`src/rtl/spi_master_pkg.sv`:
```
// spi_master_pkg: shared types and default sizes for the SPI master.
// Contents: FSM state enum, default DATA_W/SS_W/DIV_W, length-field width helper.
package spi_master_pkg;

  localparam int DATA_W_DEF = 64;
  localparam int SS_W_DEF   = 8;
  localparam int DIV_W_DEF  = 8;

  typedef enum logic [2:0] {
    ST_IDLE,
    ST_SETUP,
    ST_SHIFT_HI,
    ST_SHIFT_LO,
    ST_HOLD,
    ST_DONE
  } state_e;

  function automatic int len_w(input int data_w);
    return $clog2(data_w);
  endfunction

endpackage

```
`src/rtl/spi_clkgen.sv`:
```
// spi_clkgen: half-period timer; tick_o marks the last cycle of a div_i+1 cycle phase.
// Ports: clk_i, rst_i (sync, active high), restart_i (reload on state change),
//        div_i (half period minus one), tick_o (phase-end tick).
module spi_clkgen
  import spi_master_pkg::*;
#(
  parameter int DIV_W = DIV_W_DEF
) (
  input  logic             clk_i,
  input  logic             rst_i,
  input  logic             restart_i,
  input  logic [DIV_W-1:0] div_i,
  output logic             tick_o
);

  logic [DIV_W-1:0] cnt_q, cnt_d;

  always_comb cnt_d = restart_i ? '0 : cnt_q + DIV_W'(1);

  always_ff @(posedge clk_i) begin
    if (rst_i) cnt_q <= '0;
    else       cnt_q <= cnt_d;
  end

  assign tick_o = cnt_q == div_i;

endmodule

```
`src/rtl/spi_master.sv`:
```
// spi_master: mode-0, MSB-first SPI initiator with valid/ready request and pulsed response.
// Ports: clk_i, rst_i (sync, active high); req_valid_i/req_ready_o handshake with
//        req_data_i, req_len_i (0 = DATA_W), req_ss_i (one-hot), req_div_i (H = div+1);
//        rsp_valid_o pulse with rsp_data_o; busy_o; SPI pins sck_o, ss_n_o, mosi_o, miso_i.
// Build option SPI_MASTER_LOOPBACK_EN adds loopback_i: mosi is sampled instead of miso
// and ss_n stays deasserted for that transfer.
module spi_master
  import spi_master_pkg::*;
#(
  parameter  int DATA_W = DATA_W_DEF,
  parameter  int SS_W   = SS_W_DEF,
  parameter  int DIV_W  = DIV_W_DEF,
  localparam int LEN_W  = $clog2(DATA_W),
  localparam int CNT_W  = LEN_W + 1
) (
  input  logic              clk_i,
  input  logic              rst_i,
  input  logic              req_valid_i,
  output logic              req_ready_o,
  input  logic [DATA_W-1:0] req_data_i,
  input  logic [LEN_W-1:0]  req_len_i,
  input  logic [SS_W-1:0]   req_ss_i,
  input  logic [DIV_W-1:0]  req_div_i,
  output logic              rsp_valid_o,
  output logic [DATA_W-1:0] rsp_data_o,
  output logic              busy_o,
  output logic              sck_o,
  output logic [SS_W-1:0]   ss_n_o,
  output logic              mosi_o,
`ifdef SPI_MASTER_LOOPBACK_EN
  input  logic              loopback_i,
`endif
  input  logic              miso_i
);

  state_e            state_q, state_d;
  logic [DATA_W-1:0] tx_q, tx_d, rx_q, rx_d, rsp_data_q, rsp_data_d;
  logic [CNT_W-1:0]  cnt_q, cnt_d, len_eff;
  logic [SS_W-1:0]   ss_q, ss_d, ss_n_q, ss_n_d;
  logic [DIV_W-1:0]  div_q, div_d;
  logic              lb_q, lb_d, lb_in, rx_bit, tick, accept, active;
  logic              req_ready_q, req_ready_d, rsp_valid_q, rsp_valid_d;
  logic              busy_q, busy_d, sck_q, sck_d, mosi_q, mosi_d;

`ifdef SPI_MASTER_LOOPBACK_EN
  assign lb_in = loopback_i;
`else
  assign lb_in = 1'b0;
`endif

  spi_clkgen #(.DIV_W(DIV_W)) u_clkgen (
    .clk_i     (clk_i),
    .rst_i     (rst_i),
    .restart_i (state_d != state_q),
    .div_i     (div_q),
    .tick_o    (tick)
  );

  // Outputs are registered from the next-state decode so they line up with state_q.
  always_comb begin
    state_d = state_q;
    tx_d    = tx_q;
    rx_d    = rx_q;
    cnt_d   = cnt_q;
    ss_d    = ss_q;
    div_d   = div_q;
    lb_d    = lb_q;
    accept  = req_valid_i && req_ready_q;
    len_eff = (req_len_i == '0) ? CNT_W'(DATA_W) : CNT_W'(req_len_i);
    rx_bit  = lb_q ? mosi_q : miso_i;
    case (state_q)
      ST_IDLE: if (accept) begin
        state_d = ST_SETUP;
        // left-justify so the first bit to send sits in the MSB
        tx_d    = req_data_i << (CNT_W'(DATA_W) - len_eff);
        rx_d    = '0;
        cnt_d   = len_eff;
        ss_d    = req_ss_i;
        div_d   = req_div_i;
        lb_d    = lb_in;
      end
      ST_SETUP: state_d = tick ? ST_SHIFT_HI : ST_SETUP;
      // falling sck edge: sample and advance, slaves change miso off the rising edge
      ST_SHIFT_HI: if (tick) begin
        state_d = ST_SHIFT_LO;
        rx_d    = {rx_q[DATA_W-2:0], rx_bit};
        tx_d    = {tx_q[DATA_W-2:0], 1'b1};
        cnt_d   = cnt_q - CNT_W'(1);
      end
      ST_SHIFT_LO: if (tick) state_d = (cnt_q == '0) ? ST_HOLD : ST_SHIFT_HI;
      ST_HOLD: state_d = tick ? ST_DONE : ST_HOLD;
      ST_DONE: state_d = ST_IDLE;
      default: state_d = ST_IDLE;
    endcase
    active      = state_d inside {ST_SETUP, ST_SHIFT_HI, ST_SHIFT_LO, ST_HOLD};
    req_ready_d = state_d == ST_IDLE;
    busy_d      = state_d != ST_IDLE;
    sck_d       = state_d == ST_SHIFT_HI;
    rsp_valid_d = state_d == ST_DONE;
    rsp_data_d  = (state_d == ST_DONE) ? rx_q : rsp_data_q;
    ss_n_d      = (active && !lb_d) ? ~ss_d : '1;
    mosi_d      = (state_d inside {ST_SETUP, ST_SHIFT_HI, ST_SHIFT_LO}) ? tx_d[DATA_W-1] : 1'b1;
  end

  always_ff @(posedge clk_i) begin
    if (rst_i) begin
      state_q     <= ST_IDLE;
      tx_q        <= '0;
      rx_q        <= '0;
      cnt_q       <= '0;
      ss_q        <= '0;
      div_q       <= '0;
      lb_q        <= 1'b0;
      req_ready_q <= 1'b0;
      rsp_valid_q <= 1'b0;
      rsp_data_q  <= '0;
      busy_q      <= 1'b0;
      sck_q       <= 1'b0;
      ss_n_q      <= '1;
      mosi_q      <= 1'b1;
    end else begin
      state_q     <= state_d;
      tx_q        <= tx_d;
      rx_q        <= rx_d;
      cnt_q       <= cnt_d;
      ss_q        <= ss_d;
      div_q       <= div_d;
      lb_q        <= lb_d;
      req_ready_q <= req_ready_d;
      rsp_valid_q <= rsp_valid_d;
      rsp_data_q  <= rsp_data_d;
      busy_q      <= busy_d;
      sck_q       <= sck_d;
      ss_n_q      <= ss_n_d;
      mosi_q      <= mosi_d;
    end
  end

  assign req_ready_o = req_ready_q;
  assign rsp_valid_o = rsp_valid_q;
  assign rsp_data_o  = rsp_data_q;
  assign busy_o      = busy_q;
  assign sck_o       = sck_q;
  assign ss_n_o      = ss_n_q;
  assign mosi_o      = mosi_q;

endmodule
```
`config.mk`:
```
export PLATFORM = sky130hd
export DESIGN_NAME = spi_master
export DESIGN_NICKNAME = d
export VERILOG_FILES = /design/src/rtl/spi_master_pkg.sv /design/src/rtl/spi_clkgen.sv /design/src/rtl/spi_master.sv
export SDC_FILE = /design/constraint.sdc
export NUM_CORES = 1
export LEC_CHECK = 0
export ABC_CLOCK_PERIOD_IN_PS = 8200
export BUFFER_PORTS_ARGS = -buffer_cell sky130_fd_sc_hd__buf_4
export CAP_MARGIN = 20
export CORE_MARGIN = 1.5
export CORE_UTILIZATION = 66
export CTS_BUF_LIST = sky130_fd_sc_hd__clkbuf_4 sky130_fd_sc_hd__clkbuf_8
export CTS_CLUSTER_DIAMETER = 120
export DETAILED_ROUTE_END_ITERATION = 7
export PLACE_DENSITY = 0.94
export RECOVER_POWER = 100
export SLEW_MARGIN = 0
export SYNTH_ARGS = -nofsm -noshare
export SYNTH_HDL_FRONTEND = slang
export SYNTH_HIERARCHICAL = 1
export SYNTH_SLANG_ARGS = --single-unit
```
`constraint.sdc`:
```
create_clock -name clk_i -period 8.2 [get_ports clk_i]
set_input_delay 1.64 -clock clk_i [delete_from_list [all_inputs] [get_ports clk_i]]
set_output_delay 1.64 -clock clk_i [all_outputs]
set_load 0.01 [all_outputs]
```
---- After elaboration in Yosys (flattened, before gate mapping) ----
Index checks and enable logic that the tools add are counted.
W data, S select, Z words.
storage, ports and cells
  register bits ........................... 240
  input bits .............................. 90
  output and inout port bits .............. 77
  word-level logic and storage cells ...... 74
operators by class
  add/subtract/negate cells ............... 3
  eq/ne operators ......................... 13
  shift operators ......................... 1
  multiplexer cells ....................... 22
  bitwise gates (word level) .............. 3
  reduce and logical (&&, ||, !) cells .... 16
operators with widths
  cell                   number
  $mux W64               4
  $pmux W64 S2           2
  $shl A64 B7 Y64        1
  $mux W7                3
  $mux W8                2
  $pmux W3 S5            1
  $pmux W7 S2            1
  $eq A3 B2 Y1 const B   4
  $mux W3                4
  $eq A3 B3 Y1 const B   3
  $add A8 B1 Y8 const B  1
  $eq A8 B8 Y1           1
  $not A8 Y8             1
  $logic_not A7 Y1       1
  $sub A7 B1 Y7 const B  1
  $sub A7 B7 Y7 const A  1
  $eq A3 B1 Y1 const B   2
  $logic_not A3 Y1       2
  $logic_not A6 Y1       1
  $reduce_bool A3 Y1     2
  $reduce_or A2 Y1       3
  $mux W1                4
  $ne A2 B2 Y1 const B   2
  $reduce_bool A4 Y1     1
  other kinds (8)        10

---- Longest topological paths before layout ----
  depth in word-level cells ............... 9
  gate-level depth with buffers ........... 14
  mapped depth without buffers ............ 10

---- By module ----
Netlist, hierarchy kept.
modules (own cells, without submodules)
  module      instances  cells each  area each (um^2)  seq. area each (um^2)
  spi_master  1          1,852       14,138.6          4,644.5
  spi_clkgen  1          47          405.4             160.2

---- Worst setup path before layout ----
No wires, ideal clock.
  path kind ............................... input-to-reg
  start point ............................. in req_len_i[0]
  end point ............................... reg tx_q[63]
  setup time .............................. 0.132 ns
  arrival time ............................ 4.074 ns
  required time ........................... 8.068 ns
  path slack .............................. 3.994 ns
  stages on the path ...................... 12
  buffers on the path ..................... 4
  cells stage by stage .................... clkinv_1 -> ha_1 -> buf_2 -> buf_4 -> buf_2 -> buf_2 -> mux2_2 -> mux2_2 -> mux2i_1 -> mux2i_1 -> o21ai_0 -> a31oi_1
between the ends
  word-level cells in the longest chain between the ends .. 6
RTL lines
  what                  RTL line           RTL
  from (decl)           spi_master.sv:21   input logic [LEN_W-1:0] req_len_i,
  $logic_not A6 Y1      spi_master.sv:69   len_eff = (req_len_i == '0) ? CNT_W'(DATA_W) : CNT_W'(req_len_i);
  $mux W7 (*)           spi_master.sv:69
  $sub A7 B7 Y7 (*)     spi_master.sv:75   tx_d = req_data_i << (CNT_W'(DATA_W) - len_eff);
  $shl A64 B7 Y64 (*)   spi_master.sv:75
  $mux W64 (*)          spi_master.sv:72   ST_IDLE: if (accept) begin
  $pmux W64 S2 (*)      spi_master.sv:71   case (state_q)
  to (signal assigned)  spi_master.sv:123  tx_q <= tx_d;
  to (decl)             spi_master.sv:37   logic [DATA_W-1:0] tx_q, tx_d, rx_q, rx_d, rsp_data_q, rsp_data_d;
Every way passes the cells marked *; elsewhere a longest branch is shown, timed or not. The select of a mux whose other input is x is not followed.
A chain may end at the register's enable or synchronous reset.

---- Worst setup path after layout ----
  start point ............................. in req_len_i[0]
  end point ............................... reg tx_q[61]
Same word-level chain as after synthesis.

==> impl_results.md <==
* Period utilisation layout at 84.8%
* Critical path's largest stage delay at 1550 ps
* Critical path fanouts, max at 69
* GRT overflow at 0
* Asr flop ratio synth at 0%
* DRT iter0 DRCs at 2243
* Total Neg Setup Slack at 0 ps
* Synth area leader: dfxtp_1
* Cell area after layout at 16100 sq um
* Slew of the pin with the lowest slew margin at 4720 ps
* Max Freq at 144 MHz
* Largest net degree at the start of global routing at 115
* P_int at 2.12 mW
* Storage cell area at 4800 sq um
* Number of synthesized register bits at 240
* DRC errors left at 0
* Total track usage at 44.9%
* Register area share after synthesis at 33.0%
* Hold buffer count at cts at 0
* Critical Path, Cell by Cell: buf_4 -> clkinv_1 -> ha_1 -> inv_1 -> nor4_1 -> nor3_1 -> a22oi_1 -> a21oi_1 -> o21ai_0 -> o311ai_0
* Avg WL per Cell at 23.4 microns
* CP max stage cell: ha_1
* Slew headroom at -215%
* Status: complete, but fails checks
* Final setup vio count at 0
* Initial antenna violation count at 0
* PostCTS Resize Cnt at 0
* Area Growth Syn to Fin at 10.6%
* Yosys cell types at 88
* Skew final at 11.1 ps
* Site Rows at 54
* Max Cap Violations at 5
* Ys Warns at 6
* DIE WIDTH at 151 microns
* IO Pins at 167
* Postcts setup bufs at 0
* Combinational Power Share at 30.7%
* Hold Vio Cnt, Final at 0
* Final WL at 52900 microns
* Post-Syn Instances at 1899
* Most used DFF post-synth: dfxtp_1
* Fill count at 1672
* Total Die Area at 22900 sq um
* Sw power at 1.25 mW
* I/O Buffers at 166
* # H-tree levels at 2
* Area of the core at 21700 sq um
* Final HPWL DP at 35700 microns
* Crit Path Class: in2reg
* Setup crit end kind: flop
* Syn nets at 1993
* Clk Latency, worst-skew pair at 550 ps
* Leak at 5.65 nW
* Clock root buffer: clkbuf_8
* Layout cell share with drive strength beyond 1 at 13.9%
* # nets final at 2048
* Post-synth EDFFs at 0
* Clock transition at path regs at 70 ps
* CTS sink count at 240
* First-pass GRT wire length at 80000 microns
* Vias in the first global route at 14352
* Die height at 151 microns
* Slew Viols, Final at 334
* Switching Fraction at 37.1%
* Post-Syn Area at 14500 sq um
* Via/cell ratio at 7.08
* CTS tree: done
* RSZ-0062 raised after global routing: false
* Mapped Avg Cell Area at 7.66 sq um
* Area post-placement at 15700 sq um
* GPL Wtd Cong at 1.13
* Total power at 3.37 mW
* Req. time, crit path at 8580 ps
* # diodes at 0
* Arrival @ worst endpoint at 7340 ps
* Initial Utilization at 67.1%
* Antenna viol nets, final at 0
* Tmin final at 6960 ps
* Clock buffer depth at 3
* Post-synth top area share at 33.0%
* Startpoint Class: input pin
* Clock network power share at 30.9%
* Multi-input gate area at 8950 sq um
* Clock buffer count from CTS at 38
* Pre-antenna DRT Iters at 8
* Failing checks: capacitance limit, slew limit
* Vias post-DR at 16004
* Peak VDD IR at 0.000119 V
* Hold crit path type: reg2reg
* Sequential power share at 38.4%
* Top cells by area, synth: dfxtp_1 33%, nand2_1 9.5%, a21oi_1 7.5%
* Final hold slack at 453 ps
* Power Density at 209 nW/um^2
* Final core utilization at 74.2%
worst paths after layout:
path | slack [ps] | end | start | cells past startpoint
hold reg to reg | 450 | rsp_data_o[41] | rsp_data_o[41] | 2
setup / recovery | 1240 | tx_q[61] | req_len_i[0] | 10
hold / removal | 450 | rsp_data_o[41] | rsp_data_o[41] | 2
setup reg to reg | 1900 | tx_q[33] | state_q[1] | 7
routing by layer:
metal  global-route usage [%]  up-vias  share of wire, %
met2                     71.3     1145                45
met3                     11.3      251                12
met5                        0        -             0.064
li1                         -     7089                 -
met4                     22.4        2               5.7
met1                     56.4     7517                37
synthesized netlist by cell type, drive strengths merged (12+ instances only):
library cell / count
a22oi: 20
nand3: 110
a21oi: 219
inv: 13
a31oi: 35
xnor2: 12
and3: 40
buf: 58
mux2: 42
mux4: 16
o21ai: 60
nor3b: 12
o211ai: 28
a211oi: 35
mux2i: 74
nand2: 370
a221oi: 28
o32ai: 12
o22ai: 30
nor4: 25
clkbuf: 121
or3: 12
dfxtp: 240
nor3: 41
nor2: 88
cell families (layout without fill, tap and decap cells):
kind of cell	after synthesis	in the layout	synth area share, %
compound gates	552	552	24.6
simple gates	762	762	24.6
mux	132	132	10.8
fa+ha+maj	4	4	0.344
xor+xnor	15	15	0.903
flops	240	240	33.0
buf+inv	194	274	5.72
metrics by stage:
stage / worst slack, ps / std cells
floorplan: 3990 / 1899
global placement: 1990 / 2194
detailed placement: 1830 / 2194
CTS: 2380 / 2259
global route: 1000 / 2259
finish: 1240 / 2259
power by group through the flow:
stage          clock, mW  combinational, mW  sequential, mW
6_report            1.04               1.03            1.29
3_3_place_gp           0              0.982            1.31
2_1_floorplan          0              0.703            1.29
5_1_grt             1.09               1.09            1.30
3_5_place_dp           0               1.00            1.31
4_1_cts             1.04               1.01            1.29
registers in the layout, indices dropped and copies added, names as in the netlist:
signal and count:
u_clkgen/cnt_q 8, ss_n_o 8, tx_q 64, busy_o 1
ss_q 8, mosi_o 1, lb_q 1, cnt_q 7
div_q 8, rsp_valid_o 1, rx_q 64, rsp_data_o 64
sck_o 1, req_ready_o 1, state_q 3
final cells by class:
cell class              instances  share of cell area, %
repair buffers                194                   7.16
clock buffers                  56                   4.40
well taps                     280                   2.18
inverters                      15                  0.350
clock inverters                 9                  0.412
flip-flops and latches        240                   29.9
multi-input cells            1465                   55.6
critical path, delay by kind of cell:
| family | cells | cell delay, ps |
|---|---|---|
| AO/OA/AOI/OAI | 4 | 1470 |
| adder cells (fa/ha/maj) | 1 | 1550 |
| AND/OR/NAND/NOR | 2 | 610 |
| buffers and inverters | 3 | 2030 |
cell usage in the layout, fill, tap and decap left out, types with 41 or more instances in the layout:
master and instances:
o21ai_0 58, clkbuf_8 46, a21oi_1 218, nand2_1 370, clkbuf_1 82, mux2_2 41
buf_4 110, nand3_1 107, dfxtp_1 240, mux2i_1 74, nor2_1 82
No activity file was read; power rests on OpenSTA's default activity.
